==> src/rtl/rf_dump_pkg.sv <==
`default_nettype none
// ============================================================================
// Module   : rf_dump_pkg
// Brief    : Shared types and constants for the register-file dump block.
// Revision : 1.0 - initial release
// ============================================================================
package rf_dump_pkg;

    typedef enum logic [2:0] {
        S_IDLE = 3'd0,
        S_HDR  = 3'd1,
        S_READ = 3'd2,
        S_SEND = 3'd3,
        S_DONE = 3'd4
    } state_t;

    localparam logic [7:0] c_header_byte    = 8'hA5;
    localparam int         c_bytes_per_word = 4;

    function automatic int frame_len(input int depth);
        return 1 + c_bytes_per_word * depth;
    endfunction

    // Frame length at the default depth of 32 registers.
    localparam int c_frame_len = frame_len(32);

endpackage
`default_nettype wire

==> src/rtl/rf_dump_if.sv <==
`default_nettype none
// ============================================================================
// Module   : rf_dump_if
// Brief    : Register-file read port plus byte-stream handshake for rf_dump.
// Revision : 1.0 - initial release
// ============================================================================
interface rf_dump_if #(
    parameter int REG_DATA_WIDTH  = 32,
    parameter int REG_CODE_LENGTH = 5
);
    logic                       start;
    logic [REG_CODE_LENGTH-1:0] rd_addr;
    logic [REG_DATA_WIDTH-1:0]  rd_data;
    logic [7:0]                 tx_data;
    logic                       tx_valid;
    logic                       tx_ready;
    logic                       busy;
    logic                       done;

    modport master (
        input  start, rd_data, tx_ready,
        output rd_addr, tx_data, tx_valid, busy, done
    );

    modport slave (
        output start, rd_data, tx_ready,
        input  rd_addr, tx_data, tx_valid, busy, done
    );
endinterface
`default_nettype wire

==> src/rtl/rf_dump_ser.sv <==
`default_nettype none
// ============================================================================
// Module   : rf_dump_ser
// Brief    : Word-to-byte shift register with byte counter, MSB byte first.
// Revision : 1.0 - initial release
// ============================================================================
module rf_dump_ser #(
    parameter int WORD_WIDTH = 32
) (
    input  logic                  clk,
    input  logic                  rst,
    input  logic                  load,
    input  logic [WORD_WIDTH-1:0] i_word,
    input  logic                  advance,
    output logic [7:0]            byte_out,
    output logic                  last
);
    localparam int c_nbytes = WORD_WIDTH / 8;
    localparam int c_cnt_w  = (c_nbytes > 1) ? $clog2(c_nbytes) : 1;

    logic [WORD_WIDTH-1:0] r_shift;
    logic [c_cnt_w-1:0]    r_byte_cnt;

    always_ff @(posedge clk) begin
        if (rst) begin
            r_shift    <= '0;
            r_byte_cnt <= '0;
        end else if (load) begin
            r_shift    <= i_word;
            r_byte_cnt <= '0;
        end else if (advance) begin
            r_shift    <= {r_shift[WORD_WIDTH-9:0], 8'h00};
            r_byte_cnt <= r_byte_cnt + 1'b1;
        end
    end

    assign byte_out = r_shift[WORD_WIDTH-1 -: 8];
    assign last     = (r_byte_cnt == c_cnt_w'(c_nbytes - 1));

endmodule
`default_nettype wire

==> src/rtl/rf_dump.sv <==
`default_nettype none
// ============================================================================
// Module   : rf_dump
// Brief    : Streams a header byte then every register word, MSB byte first.
// Revision : 1.0 - initial release
// ============================================================================
module rf_dump
    import rf_dump_pkg::*;
#(
    parameter int         REG_DATA_WIDTH  = 32,
    parameter int         REG_DEPTH       = 32,
    parameter int         REG_CODE_LENGTH = 5,
    parameter logic [7:0] HEADER_BYTE     = c_header_byte
) (
    input  logic     clk,
    input  logic     rst,
    rf_dump_if.master bus
);
    state_t                     r_state;
    state_t                     w_next;
    logic [REG_CODE_LENGTH-1:0] r_idx;
    logic                       w_idx_clr;
    logic                       w_idx_inc;
    logic                       w_load;
    logic                       w_advance;
    logic [7:0]                 w_byte;
    logic                       w_last;

    rf_dump_ser #(
        .WORD_WIDTH (REG_DATA_WIDTH)
    ) u_ser (
        .clk      (clk),
        .rst      (rst),
        .load     (w_load),
        .i_word   (bus.rd_data),
        .advance  (w_advance),
        .byte_out (w_byte),
        .last     (w_last)
    );

    always_ff @(posedge clk) begin
        if (rst) begin
            r_state <= S_IDLE;
            r_idx   <= '0;
        end else begin
            r_state <= w_next;
            if (w_idx_clr)
                r_idx <= '0;
            else if (w_idx_inc)
                r_idx <= r_idx + 1'b1;
        end
    end

    // tx_valid is a pure function of state, so it cannot retract during a stall.
    always_comb begin
        w_next       = r_state;
        w_idx_clr    = 1'b0;
        w_idx_inc    = 1'b0;
        w_load       = 1'b0;
        w_advance    = 1'b0;
        bus.tx_valid = 1'b0;
        bus.tx_data  = 8'h00;
        bus.busy     = 1'b0;
        bus.done     = 1'b0;
        case (r_state)
            S_IDLE: begin
                if (bus.start) begin
                    w_next    = S_HDR;
                    w_idx_clr = 1'b1;
                end
            end
            S_HDR: begin
                bus.tx_valid = 1'b1;
                bus.tx_data  = HEADER_BYTE;
                bus.busy     = 1'b1;
                if (bus.tx_ready)
                    w_next = S_READ;
            end
            S_READ: begin
                bus.busy = 1'b1;
                w_load   = 1'b1;
                w_next   = S_SEND;
            end
            S_SEND: begin
                bus.tx_valid = 1'b1;
                bus.tx_data  = w_byte;
                bus.busy     = 1'b1;
                if (bus.tx_ready) begin
                    w_advance = 1'b1;
                    if (w_last) begin
                        if (r_idx == REG_CODE_LENGTH'(REG_DEPTH - 1)) begin
                            w_next = S_DONE;
                        end else begin
                            w_idx_inc = 1'b1;
                            w_next    = S_READ;
                        end
                    end
                end
            end
            S_DONE: begin
                bus.done = 1'b1;
                w_next   = S_IDLE;
            end
            default: w_next = S_IDLE;
        endcase
    end

    assign bus.rd_addr = r_idx;

endmodule
`default_nettype wire

==> src/flat_wrapper.sv <==
// flat-port wrapper written by rule: the top's interface ports become plain ports
module rf_dump_flat import rf_dump_pkg::*;
#(
    parameter int         REG_DATA_WIDTH  = 32,
    parameter int         REG_DEPTH       = 32,
    parameter int         REG_CODE_LENGTH = 5,
    parameter logic [7:0] HEADER_BYTE     = c_header_byte
)
  (clk, rst, bus_start, bus_rd_data, bus_tx_ready, bus_rd_addr, bus_tx_data, bus_tx_valid, bus_busy, bus_done);
  rf_dump_if #(.REG_DATA_WIDTH(REG_DATA_WIDTH), .REG_CODE_LENGTH(REG_CODE_LENGTH)) bus_i ();
  input  logic clk;
  input  logic rst;
  input wire logic [$bits(bus_i.start)-1:0] bus_start;
  input wire logic [$bits(bus_i.rd_data)-1:0] bus_rd_data;
  input wire logic [$bits(bus_i.tx_ready)-1:0] bus_tx_ready;
  output wire logic [$bits(bus_i.rd_addr)-1:0] bus_rd_addr;
  output wire logic [$bits(bus_i.tx_data)-1:0] bus_tx_data;
  output wire logic [$bits(bus_i.tx_valid)-1:0] bus_tx_valid;
  output wire logic [$bits(bus_i.busy)-1:0] bus_busy;
  output wire logic [$bits(bus_i.done)-1:0] bus_done;
  assign bus_i.start = bus_start;
  assign bus_i.rd_data = bus_rd_data;
  assign bus_i.tx_ready = bus_tx_ready;
  assign bus_rd_addr = bus_i.rd_addr;
  assign bus_tx_data = bus_i.tx_data;
  assign bus_tx_valid = bus_i.tx_valid;
  assign bus_busy = bus_i.busy;
  assign bus_done = bus_i.done;
  rf_dump #(.REG_DATA_WIDTH(REG_DATA_WIDTH), .REG_DEPTH(REG_DEPTH), .REG_CODE_LENGTH(REG_CODE_LENGTH), .HEADER_BYTE(HEADER_BYTE)) u_core (.clk(clk), .rst(rst), .bus(bus_i));
endmodule
==> config.mk <==
export PLATFORM = sky130hd
export DESIGN_NAME = rf_dump_flat
export DESIGN_NICKNAME = d
export VERILOG_FILES = /design/src/rtl/rf_dump_pkg.sv /design/src/rtl/rf_dump_if.sv /design/src/rtl/rf_dump_ser.sv /design/src/rtl/rf_dump.sv /design/src/flat_wrapper.sv
export SDC_FILE = /design/constraint.sdc
export NUM_CORES = 1
export LEC_CHECK = 0
export BUFFER_PORTS_ARGS = -buffer_cell sky130_fd_sc_hd__clkbuf_2
export CAP_MARGIN = 10
export CORE_MARGIN = 2
export CORE_UTILIZATION = 52
export CTS_CLUSTER_DIAMETER = 100
export CTS_CLUSTER_SIZE = 16
export DETAILED_ROUTE_END_ITERATION = 6
export PLACE_DENSITY = 0.84
export SLEW_MARGIN = 20
export SYNTH_ARGS = -nofsm -noshare
export SYNTH_HDL_FRONTEND = slang
export SYNTH_SLANG_ARGS = --single-unit
export TNS_END_PERCENT = 10
==> constraint.sdc <==
create_clock -name clk -period 2.47 [get_ports clk]
set_input_delay 0.494 -clock clk [delete_from_list [all_inputs] [get_ports clk]]
set_output_delay 0.494 -clock clk [all_outputs]
set_load 0.02 [all_outputs]
Word-level counts from Yosys, hierarchy flattened
Cells that the tools add are included.
{ "totals": {"register_bits": 42, "latchBits": 0, "mem_bits_rw": 0, "rom_bits": 0, "out_inout_bits": 16, "wordCells": 44, "mem_count": 0} }
{ "op_classes": {"n_addsub": 2, "n_mul": 0, "n_div": 0, "magnitude_cmp": 0, "n_eq_ne": 10, "n_shift": 0, "n_mux": 21, "bitwise": 0, "n_reduce_logical": 7} }
{ "op_table": {"columns": ["op", "count"], "rows": [
  ["2-to-1 mux 32 bit", 2],
  ["case mux 8 bit (2 select lines)", 1],
  ["2-to-1 mux 3 bit", 5],
  ["2-to-1 mux 1 bit", 12],
  ["case mux 3 bit (4 select lines)", 1],
  ["inequality test 2 bit (second input constant)", 4],
  ["equality test 3 x 2 -> 1 bit (second input constant)", 2],
  ["OR reduction 2 bit", 3],
  ["adder 5 x 1 -> 5 bit (second input constant)", 1],
  ["equality test 5 bit (second input constant)", 1],
  ["AND reduction 4 bit", 1],
  ["equality test 3 x 1 -> 1 bit (second input constant)", 1],
  ["equality test 3 bit (second input constant)", 1],
  ["logical NOT 3 bit", 1],
  ["OR reduction 3 bit", 1],
  ["adder 2 x 1 -> 2 bit (second input constant)", 1],
  ["equality test 2 bit (second input constant)", 1],
  ["nonzero test 2 bit", 1]
]} }

Depth between registers and ports, before layout
{ "depth": {"word_depth": 5, "ltp_mapped": 6} }

Cells and area by module
Synthesis repeated with hierarchy kept, for this count alone.
{ "unflattened": {"hier_cells": 224, "area_unflattened_um2": 2085.8} }
{ "by_module_without_submodules": {"columns": ["module", "instances", "cells_per_inst", "area_each_um2", "seq_area_each_um2"], "rows": [
  ["rf_dump_ser", 1, 158, 1574.0, 680.7],
  ["rf_dump", 1, 66, 511.7, 160.2]
]} }

Least setup slack after synthesis
No wires, ideal clock.
{ "synth_timing": {"path_kind": "register to register", "from": "register u_core.r_idx[0] (netlist: u_core.bus.rd_addr[0])", "to": "register u_core.r_idx[3] (netlist: u_core.bus.rd_addr[3])", "setup_ns": 0.070, "arrival_ns": 1.824, "t_required_ns": 2.400, "path_slack_ns": 0.576, "path_stages_with_launch": 7, "n_path_buf": 0, "period_less_slack_ns": 1.894, "cell_sequence": "dfxtp_1 > ha_1 > and3_1 > ha_1 > nand3b_1 > or4_1 > a21oi_1"} }
{ "synth_between": {"elab_chain_cells": 5, "word_cells_on_any_way": 6} }
{ "synth_lines": {"columns": ["element", "line", "text"], "rows": [
  ["start, declared", "rf_dump.sv:21", "logic [REG_CODE_LENGTH-1:0] r_idx;"],
  ["start signal, assigned", "rf_dump.sv:50", "r_idx <= r_idx + 1'b1;"],
  ["equality test 5 bit", "rf_dump.sv:91", "if (r_idx == REG_CODE_LENGTH'(REG_DEPTH - 1)) begin"],
  ["2-to-1 mux 1 bit", "rf_dump.sv:91", null],
  ["2-to-1 mux 1 bit", "rf_dump.sv:90", "if (w_last) begin"],
  ["2-to-1 mux 1 bit", "rf_dump.sv:88", "if (bus.tx_ready) begin"],
  ["2-to-1 mux 1 bit", "rf_dump.sv:65", "case (r_state)"]
]} }
Parallel ways exist; a longest one is shown, timed or not.
A chain may end at the register's enable or synchronous reset.

Worst setup path in the final report
{ "layout_timing": {"from": "register u_core.r_state[0]", "to": "output port bus_tx_data[3]"} }
{ "layout_between": {"elab_chain_cells": 2, "word_cells_on_any_way": 3} }
{ "layout_lines": {"columns": ["element", "line", "text"], "rows": [
  ["start, declared", "rf_dump.sv:19", "state_t r_state;"],
  ["start signal, assigned", "rf_dump.sv:46", "r_state <= w_next;"],
  ["equality test 3 x 2 -> 1 bit or equality test 3 x 1 -> 1 bit (tied branches)", "rf_dump.sv:65", null],
  ["case mux 8 bit (2 select lines) *", "rf_dump.sv:65", null],
  ["end, declared", "flat_wrapper.sv:17", "output wire logic [$bits(bus_i.tx_data)-1:0] bus_tx_data;"]
]} }
Mark *: on every way between the ends. The rest lies on a longest branch, timed or not.

==> results.json <==
{
  "cts_post_setup_buffers_inserted": 0,
  "slew_headroom_pct": 31.6,
  "netlist-cell-type-count": 30,
  "cellPowerDensity_nw_per_um2": 612,
  "core_um2": 3720,
  "power_mw": 1.47,
  "cts_buffers": 5,
  "synth-compound-area-share_pct": 6.07,
  "path_clk_slew_ns": 0.07,
  "drc": 0,
  "cp.required_ns": 1.98,
  "drive_gt1_share_pct": 30.4,
  "max_freq_mhz": 485,
  "post_cts_resized": 0,
  "dieArea_um2": 4440,
  "finalCritPeriodShare_pct": 83.5,
  "synth_top_family_by_area": "simple AND/OR/NAND/NOR gates",
  "setup_viol": 0,
  "status": "complete, no violations",
  "cts_hold_buf": 0,
  "htree_levels": 2,
  "period_minus_slack_ns": 2.06,
  "tns_ns": 0,
  "drtPass1Iterations": 4,
  "synthesis.nets": 283,
  "finish.instance_area_um2": 2400,
  "max_stage_delay_ns": 0.62,
  "crit_path_end_kind": "output pin",
  "overflow": 0,
  "peakVddDrop_uv": 362,
  "fp.dieH_um": 66.6,
  "clock-sinks": 42,
  "n_fill_cell": 321,
  "wl_per_cell_um": 12.6,
  "synth-simple-area-share_pct": 43.0,
  "viasPerCell": 5.38,
  "syn_area_um2": 2040,
  "tightest_slew_ns": 1.03,
  "die-width_um": 66.6,
  "antennaDiodeCount": 0,
  "crit_slowest_cell": "dfxtp_1",
  "area_delta_synth_final_pct": 17.8,
  "ys_async_sr_fraction_pct": 0,
  "cp-start-kind": "flip-flop",
  "grt_max_degree": 35,
  "postSynthAreaPerCell_um2": 8.36,
  "slew_viol_final": 0,
  "utilization_pct": 64.7,
  "synth-edff-count": 0,
  "portBuffers": 51,
  "hp-class": "primary input to flip-flop",
  "fin_nets": 327,
  "skew_ns": 0.00209,
  "gp_congestion": 0.827,
  "arrival_ns": 1.57,
  "hold_viol_final": 0,
  "grt_pass1_wl_mm": 7.02,
  "drt_wl_total_mm": 4.26,
  "start_util_pct": 54.9,
  "ys_seq_area_share_pct": 41.2,
  "worstPathMaxFanout": 12,
  "antenna_found_initial": 0,
  "num_io_pins": 52,
  "grt_pass1_vias": 1679,
  "clockRootBuffer": "clkbuf_8",
  "dp_hpwl_mm": 2.85,
  "synth-adder-area-share_pct": 1.84,
  "path_class": "flip-flop to output pin",
  "synthCells": 244,
  "ys.flop_type": "dfxtp_1",
  "ys_ff_latch": 42,
  "rows": 22,
  "cts_tree": "yes",
  "crit_chain": "and3b_1 > and2_1 > clkbuf_2",
  "synthXorXnorAreaFrac_pct": 0.429,
  "gr-usage-all-layers_pct": 20.7,
  "cts.path.max_buffers": 2,
  "grt_setup_unrepaired": "no",
  "drt_iter0_drc": 136,
  "antenna_left": 0,
  "clock_latency_ns": 0.30,
  "num_vias": 1812,
  "p_leak_nw": 1.04,
  "maxCapViolCount": 0,
  "postPlaceCellArea_um2": 2290,
  "muxShareOfSynthArea_pct": 0.981,
  "yosys_warnings": 0
}
==> cells by family (layout without fill, tap and decap cells) <==
family / after synthesis / in the layout
multiplexers: 2 / 2
XOR/XNOR: 1 / 1
flip-flops: 42 / 42
AO/OA/AOI/OAI: 23 / 23
adder cells (fa/ha/maj): 3 / 3
buffers and inverters: 27 / 72
AND/OR/NAND/NOR: 146 / 146
==> critical path: cells and delay by family (launching register included) <==
family	cells	cell delay [ns]
AND/OR/NAND/NOR	2	0.49
flip-flops	1	0.62
buffers and inverters	1	0.16
==> final timing paths <==
kind | cells past startpoint | end | startpoint | slack [ns]
worst min-delay path | 3 | u_core.u_ser.r_shift[4] | bus_rd_data[4] | 0.41
worst min register to register | 2 | u_core.u_ser.r_shift[3] | u_core.u_ser.r_shift[3] | 0.47
worst max register to register | 6 | u_core.bus.rd_addr[3] | u_core.bus.rd_addr[0] | 0.48
worst max-delay path | 3 | bus_tx_data[3] | u_core.r_state[0] | 0.41
==> flip-flops by register name (all words and copies together) (netlist names) <==
register and flops:
u_core.u_ser.r_shift 32, u_core.r_state 3, u_core.u_ser.r_byte_cnt 2, u_core.bus.rd_addr 5
==> per-stage QoR <==
step,setup slack [ns],hold WS (ns),instances
final,0.407,0.410,337
after CTS,0.395,0.404,337
after global routing,0.315,0.421,337
after global placement,0.599,0.455,329
after detailed placement,0.520,0.459,329
after floorplan,0.576,0.448,244
==> power by group <==
group          switching (mW)  internal (mW)  leakage, nW  total (mW)
combinational           0.121         0.0928        0.641       0.214
clock                   0.231          0.282       0.0575       0.513
sequential             0.0276          0.718        0.342       0.745
==> cells in the final DEF (no fill, tap or decap), drive strengths merged, types with 4 or more instances in the layout <==
master,instances
dfxtp,42
clkbuf,59
nor3,30
nor2,50
a21oi,17
nand2,11
nor4,25
buf,6
and2,4
inv,7
nand3,12
==> area by class of cell <==
| class | instances | area [um^2] | share of cell area, % |
|---|---|---|---|
| multi-input combinational | 175 | 1070 | 44.4 |
| sequential | 42 | 841 | 35.0 |
| timing repair buffer | 57 | 300 | 12.5 |
| clock buffer | 8 | 110 | 4.58 |
| tap | 48 | 60.1 | 2.50 |
| inverter | 7 | 26.3 | 1.09 |
==> cell usage after synthesis, types with 2 or more instances <==
cell      number  area [um^2]
o21ai_0        3         15.0
or4_1          2         15.0
and2_1         4         25.0
nand2_1       11         41.3
buf_4          6         45.0
clkbuf_1       7         26.3
buf_2          7         35.0
and3_1         2         12.5
and3b_1        2         17.5
inv_1          7         26.3
nor4_2        20          250
dfxtp_1       42          841
nor3_1        30          150
mux2i_1        2         20.0
ha_1           3         37.5
a21oi_1       17         85.1
o31ai_1        2         15.0
nand3_1       12         60.1
nor2_1        50          188
nor4_1         5         31.3
==> metal layers <==
layer	track usage [%]	vias to the layer above	share of wire [%]
met5	0	-	0
met4	11.0	0	2.1
met3	4.90	8	5.2
met2	35.5	47	47
met1	23.6	815	46
li1	-	942	-
No activity file was read; power rests on OpenSTA's default activity.
